===== config.mk =====
export PLATFORM = sky130hd
export DESIGN_NAME = audio_dac_serializer
export DESIGN_NICKNAME = d
export VERILOG_FILES = /design/src/rtl/audio_dac_serializer.sv
export SDC_FILE = /design/constraint.sdc
export NUM_CORES = 1
export LEC_CHECK = 0
export ABC_AREA = 1
export CORE_MARGIN = 4
export CORE_UTILIZATION = 24
export CTS_BUF_LIST = sky130_fd_sc_hd__clkbuf_4
export CTS_CLUSTER_DIAMETER = 100
export DETAILED_ROUTE_END_ITERATION = 10
export SLEW_MARGIN = 0
export SYNTH_ARGS = -nofsm -noshare
export SYNTH_HDL_FRONTEND = slang
export SYNTH_SLANG_ARGS = --single-unit

===== constraint.sdc =====
create_clock -name clk25 -period 4.3 [get_ports clk25]
set_clock_uncertainty 0.15 [all_clocks]
set_input_delay 1.075 -clock clk25 [delete_from_list [all_inputs] [get_ports clk25]]
set_output_delay 1.075 -clock clk25 [all_outputs]
set_load 0.005 [all_outputs]

===== src/rtl/audio_dac_serializer.sv =====
// Stereo DAC serializer: valid/ready pair FIFO feeding an MSB-first BCLK shifter with DSP-pulse or I2S framing.
// Outputs move one clk25 cycle after a detected BCLK fall; sample_ready drops only while the FIFO is full.

module audio_dac_fifo #(
  parameter int W     = 32,
  parameter int DEPTH = 4
) (
  input  logic                      clk,
  input  logic                      rst,
  input  logic                      i_wr_vld,
  output logic                      o_wr_rdy,
  input  logic [W-1:0]              i_wr_dat,
  output logic                      o_rd_vld,
  input  logic                      i_rd_en,
  output logic [W-1:0]              o_rd_dat,
  output logic [$clog2(DEPTH):0]    o_level
);
  localparam int PTR_W = $clog2(DEPTH);

  logic [W-1:0]   r_mem [DEPTH];
  logic [PTR_W:0] r_wr_ptr;
  logic [PTR_W:0] r_rd_ptr;
  logic           w_push;
  logic           w_pop;
  logic           w_full;

  // Pointers carry one wrap bit so full and empty are distinguishable.
  assign w_full   = (r_wr_ptr[PTR_W] != r_rd_ptr[PTR_W]) &&
                    (r_wr_ptr[PTR_W-1:0] == r_rd_ptr[PTR_W-1:0]);
  assign o_wr_rdy = !w_full;
  assign o_rd_vld = (r_wr_ptr != r_rd_ptr);
  assign o_level  = r_wr_ptr - r_rd_ptr;
  assign o_rd_dat = r_mem[r_rd_ptr[PTR_W-1:0]];
  assign w_push   = i_wr_vld && o_wr_rdy;
  assign w_pop    = i_rd_en && o_rd_vld;

  always_ff @(posedge clk) begin
    if (w_push) begin
      r_mem[r_wr_ptr[PTR_W-1:0]] <= i_wr_dat;
    end
  end

  always_ff @(posedge clk or posedge rst) begin
    if (rst) begin
      r_wr_ptr <= '0;
      r_rd_ptr <= '0;
    end else begin
      if (w_push) r_wr_ptr <= r_wr_ptr + 1'b1;
      if (w_pop)  r_rd_ptr <= r_rd_ptr + 1'b1;
    end
  end
endmodule

module audio_dac_serializer #(
  parameter int SAMPLE_W      = 16,
  parameter int SLOT_W        = 32,
  parameter int FIFO_DEPTH    = 4,
  parameter int BCLK_SYNC     = 0,
  parameter int UNDERRUN_ZERO = 0
) (
  input  logic                            clk25,
  input  logic                            reset25,
  input  logic                            codec_bclk_i,
  output logic                            codec_dacdat,
  output logic                            codec_daclrc,
  output logic                            codec_adclrc,
  input  logic                            enable,
  input  logic                            fmt_i2s,
  input  logic                            sample_valid,
  output logic                            sample_ready,
  input  logic [SAMPLE_W-1:0]             sample_left,
  input  logic [SAMPLE_W-1:0]             sample_right,
  output logic [$clog2(FIFO_DEPTH):0]     fifo_level,
  output logic [15:0]                     underrun_count
);
  localparam int                CNT_W    = $clog2(2*SLOT_W);
  localparam int                IDX_W    = $clog2(SAMPLE_W);
  localparam logic [CNT_W-1:0]  CNT_LAST = CNT_W'(2*SLOT_W - 1);

  typedef enum logic {S_IDLE, S_RUN} state_t;

  typedef struct packed {
    logic [SAMPLE_W-1:0] left;
    logic [SAMPLE_W-1:0] right;
  } pair_t;

  state_t              r_state;
  state_t              w_state_nxt;
  logic [CNT_W-1:0]    r_bit_cntr;
  logic [CNT_W-1:0]    w_cntr_nxt;
  pair_t               r_hold;
  pair_t               r_last;
  pair_t               w_hold_nxt;
  pair_t               w_fifo_dat;
  pair_t               w_wr_dat;
  logic                r_fmt;
  logic                w_fmt_nxt;
  logic                w_load;
  logic                w_pop;
  logic                w_fifo_vld;
  logic                w_bclk_s;
  logic                r_hist;
  logic                w_fall;
  logic                w_right_slot;
  logic                w_dat_nxt;
  logic                w_lrc_nxt;
  int                  w_slot_bit;
  int                  w_data_bit;
  logic [IDX_W-1:0]    w_idx;
  logic [SAMPLE_W-1:0] w_word;
  logic [15:0]         r_underrun;

  generate
    if (BCLK_SYNC > 0) begin : g_sync
      logic [BCLK_SYNC-1:0] r_sync;
      always_ff @(posedge clk25 or posedge reset25) begin
        if (reset25) r_sync <= '0;
        else         r_sync <= BCLK_SYNC'({r_sync, codec_bclk_i});
      end
      assign w_bclk_s = r_sync[BCLK_SYNC-1];
    end else begin : g_nosync
      assign w_bclk_s = codec_bclk_i;
    end
  endgenerate

  // History resets low so a BCLK held low through reset release is not a fall.
  always_ff @(posedge clk25 or posedge reset25) begin
    if (reset25) r_hist <= 1'b0;
    else         r_hist <= w_bclk_s;
  end

  assign w_fall = !w_bclk_s && r_hist;

  assign w_wr_dat.left  = sample_left;
  assign w_wr_dat.right = sample_right;

  audio_dac_fifo #(
    .W     (2*SAMPLE_W),
    .DEPTH (FIFO_DEPTH)
  ) u_fifo (
    .clk      (clk25),
    .rst      (reset25),
    .i_wr_vld (sample_valid),
    .o_wr_rdy (sample_ready),
    .i_wr_dat (w_wr_dat),
    .o_rd_vld (w_fifo_vld),
    .i_rd_en  (w_pop),
    .o_rd_dat (w_fifo_dat),
    .o_level  (fifo_level)
  );

  always_comb begin
    w_state_nxt = r_state;
    w_cntr_nxt  = r_bit_cntr;
    w_load      = 1'b0;
    if (w_fall) begin
      case (r_state)
        S_IDLE: begin
          if (enable) begin
            w_state_nxt = S_RUN;
            w_cntr_nxt  = '0;
            w_load      = 1'b1;
          end
        end
        S_RUN: begin
          if (r_bit_cntr == CNT_LAST) begin
            w_cntr_nxt = '0;
            if (enable) w_load = 1'b1;
            else        w_state_nxt = S_IDLE;
          end else begin
            w_cntr_nxt = r_bit_cntr + 1'b1;
          end
        end
        default: w_state_nxt = S_IDLE;
      endcase
    end
  end

  assign w_pop = w_load && w_fifo_vld;

  // Frame load: fresh pair if available, otherwise silence or a repeat of the last pair.
  always_comb begin
    w_hold_nxt = r_hold;
    w_fmt_nxt  = r_fmt;
    if (w_load) begin
      w_fmt_nxt = fmt_i2s;
      if (w_fifo_vld)              w_hold_nxt = w_fifo_dat;
      else if (UNDERRUN_ZERO != 0) w_hold_nxt = '0;
      else                         w_hold_nxt = r_last;
    end
  end

  always_comb begin
    w_right_slot = (int'(w_cntr_nxt) >= SLOT_W);
    w_slot_bit   = w_right_slot ? int'(w_cntr_nxt) - SLOT_W : int'(w_cntr_nxt);
    w_data_bit   = w_fmt_nxt ? w_slot_bit - 1 : w_slot_bit;
    w_word       = w_right_slot ? w_hold_nxt.right : w_hold_nxt.left;
    w_idx        = '0;
    w_dat_nxt    = 1'b0;
    w_lrc_nxt    = 1'b0;
    if (w_state_nxt == S_RUN) begin
      if (w_data_bit >= 0 && w_data_bit < SAMPLE_W) begin
        w_idx     = IDX_W'(SAMPLE_W - 1 - w_data_bit);
        w_dat_nxt = w_word[w_idx];
      end
      w_lrc_nxt = w_fmt_nxt ? w_right_slot : (w_cntr_nxt == '0);
    end
  end

  always_ff @(posedge clk25 or posedge reset25) begin
    if (reset25) begin
      r_state      <= S_IDLE;
      r_bit_cntr   <= '0;
      r_hold       <= '0;
      r_last       <= '0;
      r_fmt        <= 1'b0;
      r_underrun   <= '0;
      codec_dacdat <= 1'b0;
      codec_daclrc <= 1'b0;
    end else if (w_fall) begin
      r_state      <= w_state_nxt;
      r_bit_cntr   <= w_cntr_nxt;
      r_hold       <= w_hold_nxt;
      r_fmt        <= w_fmt_nxt;
      codec_dacdat <= w_dat_nxt;
      codec_daclrc <= w_lrc_nxt;
      if (w_pop) r_last <= w_fifo_dat;
      if (w_load && !w_fifo_vld && r_underrun != 16'hFFFF) begin
        r_underrun <= r_underrun + 16'd1;
      end
    end
  end

  assign codec_adclrc   = 1'b0;
  assign underrun_count = r_underrun;
endmodule


# After elaboration in Yosys (flattened, before gate mapping)

Memories as Yosys holds them, arrays and structs flattened.
Index checks and enable logic that the tools add are counted.

Output and inout bits: 23
Input port bits: 38
Memories: 1
Logic and storage cells: 71
Bits in writable memories: 128
Flip-flop bits (word level): 97

Memories:

| memory       | depth | width | rd ports | clocked after Yosys merged registers in | wr ports | RTL line | RTL |
|---|---|---|---|---|---|---|---|
| u_fifo.r_mem | 4     | 32    | 1        | 0                                       | 1        | 20       | `logic [W-1:0] r_mem [DEPTH];` |

Bitwise gates (word level): 1
Reductions and logical operators: 14
Equal/unequal tests: 5
Muxes and demuxes: 25
$add $sub $neg: 8
Magnitude comparators: 4

Operators by type and width:

| kind                                                 | count |
|---|---|
| 2-to-1 mux 32 bit                                    | 4 |
| >= comparator 32 x 1 -> 1 bit, second input constant | 1 |
| < comparator 32 x 6 -> 1 bit, second input constant  | 1 |
| subtractor 32 x 2 -> 32 bit, second input constant   | 1 |
| 2-to-1 mux 6 bit                                     | 3 |
| adder 16 x 1 -> 16 bit, second input constant        | 1 |
| 2-to-1 mux 16 bit                                    | 1 |
| != test 16 bit, second input constant                | 1 |
| 2-to-1 mux 1 bit                                     | 13 |
| one-hot mux 6 bit (2 select lines)                   | 1 |
| logical AND 1 bit                                    | 8 |
| subtractor 6 x 6 -> 7 bit, second input constant     | 1 |
| adder 3 x 1 -> 3 bit, second input constant          | 2 |
| adder 6 x 1 -> 6 bit, second input constant          | 1 |
| equality test 6 bit, second input constant           | 1 |
| >= comparator 6 bit, second input constant           | 1 |
| zero test 6 bit                                      | 1 |
| < comparator 4 x 5 -> 1 bit, second input constant   | 1 |
| binary-select mux 1 bit (select 4 bit)               | 1 |
| one-hot mux 1 bit (2 select lines)                   | 2 |
| AND reduction 2 bit                                  | 2 |
| subtractor 1 x 4 -> 4 bit, first input constant      | 1 |
| zero test 1 bit                                      | 3 |
| != test 3 bit                                        | 1 |
| 4 further kinds                                      | 4 |

# Longest topological paths before layout

Depth in word-level cells: 13
Depth in mapped cells: 21

# By module

Synthesis repeated with hierarchy kept, for this count alone.

Cells, all modules: 1002
Area, all modules: 10060.9 um^2

Modules (own cells, without submodules):

| module               | instances | seq. area each (um^2) | area an instance (um^2) | cells an instance |
|---|---|---|---|---|
| audio_dac_fifo       | 1         | 3993.8                | 5218.8                  | 371 |
| audio_dac_serializer | 1         | 2277.2                | 4842.1                  | 631 |

# Worst setup path after synthesis

Ideal clock, no wire load.

Path type: input -> register
Start: input port codec_bclk_i
End: register codec_dacdat
Path buffers: 0
Path slack: 793 ps
Data arrival time: 3292 ps
Stages on the path: 17
Required time: 4085 ps
Path through: nor2_4 > nand2_1 > o22ai_1 > inv_1 > ha_1 > nor3b_2 > nand2_1 > ha_1 > nor4b_1 > nand4_1 > nor3_1 > nand3_1 > nand2_1 > nand2_1 > nor2_1 > nand2_1 > nand2_1

Cells in the longest elaborated chain, start to end: 12

Ends and longest elaborated chain:

| item                                                             | RTL line | RTL |
|---|---|---|
| start: declaration                                               | 63       | `input logic codec_bclk_i,` |
| zero test 1 bit (*)                                              | 132      | `assign w_fall = !w_bclk_s && r_hist;` |
| logical AND 1 bit (*)                                            | 132      |  |
| 2-to-1 mux 6 bit                                                 | 156      | `if (w_fall) begin` |
| subtractor 6 x 6 -> 7 bit or >= comparator 6 bit (tied branches) | 195, 194 |  |
| 2-to-1 mux 32 bit                                                | 195      | `w_slot_bit = w_right_slot ? int'(w_cntr_nxt) - SLOT_W : int'(w_cntr_nxt);` |
| subtractor 32 x 2 -> 32 bit                                      | 196      | `w_data_bit = w_fmt_nxt ? w_slot_bit - 1 : w_slot_bit;` |
| 2-to-1 mux 32 bit                                                | 196      |  |
| subtractor 1 x 4 -> 4 bit                                        | 203      | `w_idx = IDX_W'(SAMPLE_W - 1 - w_data_bit);` |
| binary-select mux 1 bit (select 4 bit)                           | 204      | `w_dat_nxt = w_word[w_idx];` |
| 2-to-1 mux 1 bit (not written as such)                           | 204      |  |
| 2-to-1 mux 1 bit                                                 | 202      | `if (w_data_bit >= 0 && w_data_bit < SAMPLE_W) begin` |
| 2-to-1 mux 1 bit                                                 | 201      | `if (w_state_nxt == S_RUN) begin` |
| end signal: assignment                                           | 225      | `codec_dacdat <= w_dat_nxt;` |
| end: declaration                                                 | 64       | `output logic codec_dacdat,` |

Mark *: on every way between the ends. The rest lies on a longest branch, timed or not. The select of a mux whose other input is x is not followed.
A chain may end at the register's enable or synchronous reset.

# Worst setup path after layout

Start: register u_fifo.r_wr_ptr[0]
End: output port fifo_level[2]

Cells in the longest elaborated chain, start to end: 1

Ends and longest elaborated chain:

| item                     | RTL line | RTL |
|---|---|---|
| start: declaration       | 21       | `logic [PTR_W:0] r_wr_ptr;` |
| start signal: assignment | 48       | `if (w_push) r_wr_ptr <= r_wr_ptr + 1'b1;` |
| subtractor 3 bit         | 32       | `assign o_level = r_wr_ptr - r_rd_ptr;` |
| end: declaration         | 73       | `output logic [$clog2(FIFO_DEPTH):0] fifo_level,` |

Every way passes these cells.

==> reports/metrics.csv <==
stage;metric;value;unit
synthesis;Mapped Cells;1106;
timing;Slew @ Worst Pin;1.06;ns
floorplanning;Initial Util;0.243;
synthesis;average size of a mapped cell;9.46;sq um
routing;Pre-antenna DRT Iters;5;
critical_path;crit path max fanout;4;
min_path;class of the worst hold path;reg -> reg;
timing;Max-Slew Margin vs Limit;0.296;
synthesis;register bit total from synthesis;225;
timing;final worst slack;0.609;ns
synthesis;area leader, netlist;edfxtp_1;
clocking;H-tree depth;2;
floorplanning;Die Span X;217;microns
final_layout;area of the multi-input gates;3560;sq um
final_layout;fin nets;1268;
placed_design;Post-Place Setup Slack;0.250;ns
final_layout;Area Growth Syn to Fin;20.0;%
flow_run;# Max-Cap Violations;0;
routing;Via-to-Cell Ratio;4.08;
clocking;Num CTS Buffers;57;
clocking;Worst-path clk slew;0.06;ns
global_route;GRT overflow;0;
routing;Residual DRC;0;
global_route;largest net degree at the start of global routing;64;
global_route;initial antenna violation count;2;
clocking;post-cts repair resize count;0;
synthesis;Yosys warning total;0;
critical_path;CP arrival;2.47;ns
synthesis;EDFF count, synth;128;
power;Internal Power;4.93;mW
global_route;total track usage;0.0986;
floorplanning;core area;43100;sq um
final_layout;layout cell share with drive strength beyond 1;0.140;
power;power share of the sequential group;0.397;
synthesis;post-synthesis sequential area ratio;0.599;
power;power per cell area;638;nW/um^2
run_status;status;completed;
power;Peak VDD IR;0.382;mV
timing;final slew viol count;0;
clocking;clk sinks;225;
synthesis;Synth top area share;0.367;
placed_design;Post-DP HPWL;14300;microns
routing;Routed WL;22900;microns
final_layout;Filler cells;4502;
critical_path;Data required, critical path;3.07;ns
clocking;Clk Latency, worst-skew pair;0.72;ns
power;Clock power frac;0.230;
routing;Antenna Nets Post-Route;0;
synthesis;ranking of synthesized cells by area;edfxtp_1, dfrtp_1, nand2_1;
synthesis;top-count cell post-synth;nand2_1;
routing;Initial DRC Count;587;
routing;via count;7516;
timing;RSZ-0062 raised after global routing;false;
power;sw frac;0.385;
routing;DR WL/cell;12.4;microns
critical_path;WS Path Type;reg -> out;
clocking;CTS Hold Bufs;0;
floorplanning;Chip Height;217;microns
synthesis;Post-Syn Area;10500;sq um
floorplanning;Boundary Pins;61;
floorplanning;full die area;47000;sq um
synthesis;ys async rst share;0.431;
global_route;vias in the first global route;7647;
clocking;Root Buffer;clkbuf_4;
floorplanning;num rows;76;
power;Comb power frac;0.373;
critical_path;crit path capture type;primary output;
placed_design;I/O Buffers;59;
timing;setup tns final;0;ns
clocking;CTS tree;yes;
clocking;Post-CTS Setup Bufs;0;
power;NetSw;3.09;mW
synthesis;Synth Flop Type;edfxtp_1;
placed_design;routability cong.;0.766;
final_layout;design area;12600;sq um
timing;Period minus WS final;3.69;ns
synthesis;Yosys cell types;40;
critical_path;Worst Setup Start Kind;register;
final_layout;FF/Latch Area;6270;sq um
timing;max frequency;271;MHz
placed_design;placed cell area;11800;sq um
timing;Tcrit/Tclk final;0.858;
timing;Final setup violation count;0;
synthesis;most instantiated cells after synthesis;nand2_1, edfxtp_1, inv_1, nand3_1, dfrtp_1;
power;total leakage power;5.75;nW
timing;Hold Fails Final Rpt;0;
global_route;first-pass GRT wire length;38400;microns
clocking;clk buf depth;3;
## final cells by class
type	count	area share
diodes	2	0.000399
clock buffers	91	0.0544
clock inverters	14	0.00528
inverters	131	0.0395
multi-input cells	719	0.283
flip-flops and latches	225	0.500
well taps	585	0.0583
repair buffers	76	0.0592
## layout by cell type (no fill, tap or decap), types with 2 or more instances in the layout
master / Yosys / routed
a21oi_1: 2 / 2
buf_12: 0 / 2
buf_4: 3 / 15
clkbuf_4: 0 / 91
clkdlybuf4s50_1: 0 / 59
clkinv_1: 0 / 8
clkinv_2: 1 / 5
conb_1: 2 / 10
dfrtp_1: 97 / 96
diode_2: 0 / 2
edfxtp_1: 128 / 128
ha_1: 19 / 19
inv_1: 121 / 120
inv_2: 9 / 9
mux2_1: 4 / 4
mux2_2: 24 / 24
nand2_1: 432 / 432
nand2_2: 5 / 5
nand3_1: 110 / 110
nand3_2: 2 / 2
nand4_1: 8 / 8
nor2_1: 32 / 27
nor2_2: 1 / 6
nor2_4: 3 / 3
nor3_1: 4 / 4
nor3b_2: 2 / 2
nor4_1: 2 / 2
o21ai_0: 20 / 20
o21ai_1: 3 / 3
o21ai_2: 4 / 4
xnor2_1: 8 / 8
xor2_1: 13 / 13
## layer usage
| metal | up-vias | GRT usage | share of wire |
|---|---|---|---|
| met5 | - | 0 | 0 |
| met4 | 0 | 0.0379 | 0.032 |
| met3 | 54 | 0.0269 | 0.053 |
| met2 | 173 | 0.156 | 0.45 |
| met1 | 3512 | 0.129 | 0.47 |
| li1 | 3777 | - | - |
## power by group through the flow
stage | Combinational, mW | Sequential, mW | Clock (mW)
after floorplan | 2.13 | 3.17 | 0
after global placement | 2.99 | 3.20 | 0
after detailed placement | 3.03 | 3.22 | 0
after CTS | 3.04 | 3.18 | 1.93
after global routing | 3.46 | 3.24 | 2.05
final | 2.99 | 3.18 | 1.84
## critical path, stage by stage, from the launching register on
cell and delay, ns:
dfrtp_1 0.39, inv_1 0.11, ha_1 0.20, fa_1 0.37, xor2_1 0.16, clkdlybuf4s50_1 0.52
## sequential cells by signal (all words and copies together) (netlist names)
| name | cells |
|---|---|
| u_fifo.r_mem | 128 |
| r_hold | 32 |
| r_last | 32 |
| underrun_count | 16 |
| r_bit_cntr | 6 |
| u_fifo.r_rd_ptr | 3 |
| u_fifo.r_wr_ptr | 3 |
| codec_dacdat | 1 |
| codec_daclrc | 1 |
| r_fmt | 1 |
| r_hist | 1 |
| r_state | 1 |
## metrics by stage
step,cells,power [mW],hold slack (ns),util
2_1_floorplan,1114,5.30,0.294,-
3_3_place_gp,1736,6.20,0.307,0.274
3_5_place_dp,1736,6.25,0.311,0.274
4_1_cts,1841,8.16,0.328,0.291
5_1_grt,1843,8.76,0.346,0.291
6_report,1843,8.01,0.324,0.291
## cell families (layout without fill, tap and decap cells)
| family | Yosys count | in the layout | share of synthesized area |
|---|---|---|---|
| AO/OA/AOI/OAI | 34 | 34 | 0.0197 |
| multiplexers | 28 | 28 | 0.0301 |
| AND/OR/NAND/NOR | 606 | 606 | 0.243 |
| other | 2 | 12 | 0.000718 |
| buffers and inverters | 170 | 312 | 0.0649 |
| flip-flops | 225 | 225 | 0.599 |
| adder cells (fa/ha/maj) | 20 | 20 | 0.0246 |
| XOR/XNOR | 21 | 21 | 0.0176 |
## final timing paths
kind,from,cells past startpoint,end,slack (ns)
worst max-delay path,u_fifo.r_wr_ptr[0]$_DFFE_PP0P_,5,fifo_level[2],0.61
worst min-delay path,r_hold[15]$_DFFE_PP0N_,2,r_hold[15]$_DFFE_PP0N_,0.32
worst max register to register,r_bit_cntr[0]$_DFFE_PP0N_,20,codec_dacdat$_DFFE_PP0N_,1.22
worst min register to register,r_hold[15]$_DFFE_PP0N_,2,r_hold[15]$_DFFE_PP0N_,0.32
max in group asynchronous,reset25,3,r_hold[12]$_DFFE_PP0N_,2.60
min in group asynchronous,reset25,2,r_fmt$_DFFE_PP0N_,0.64
No activity file was read; power rests on OpenSTA's default activity.
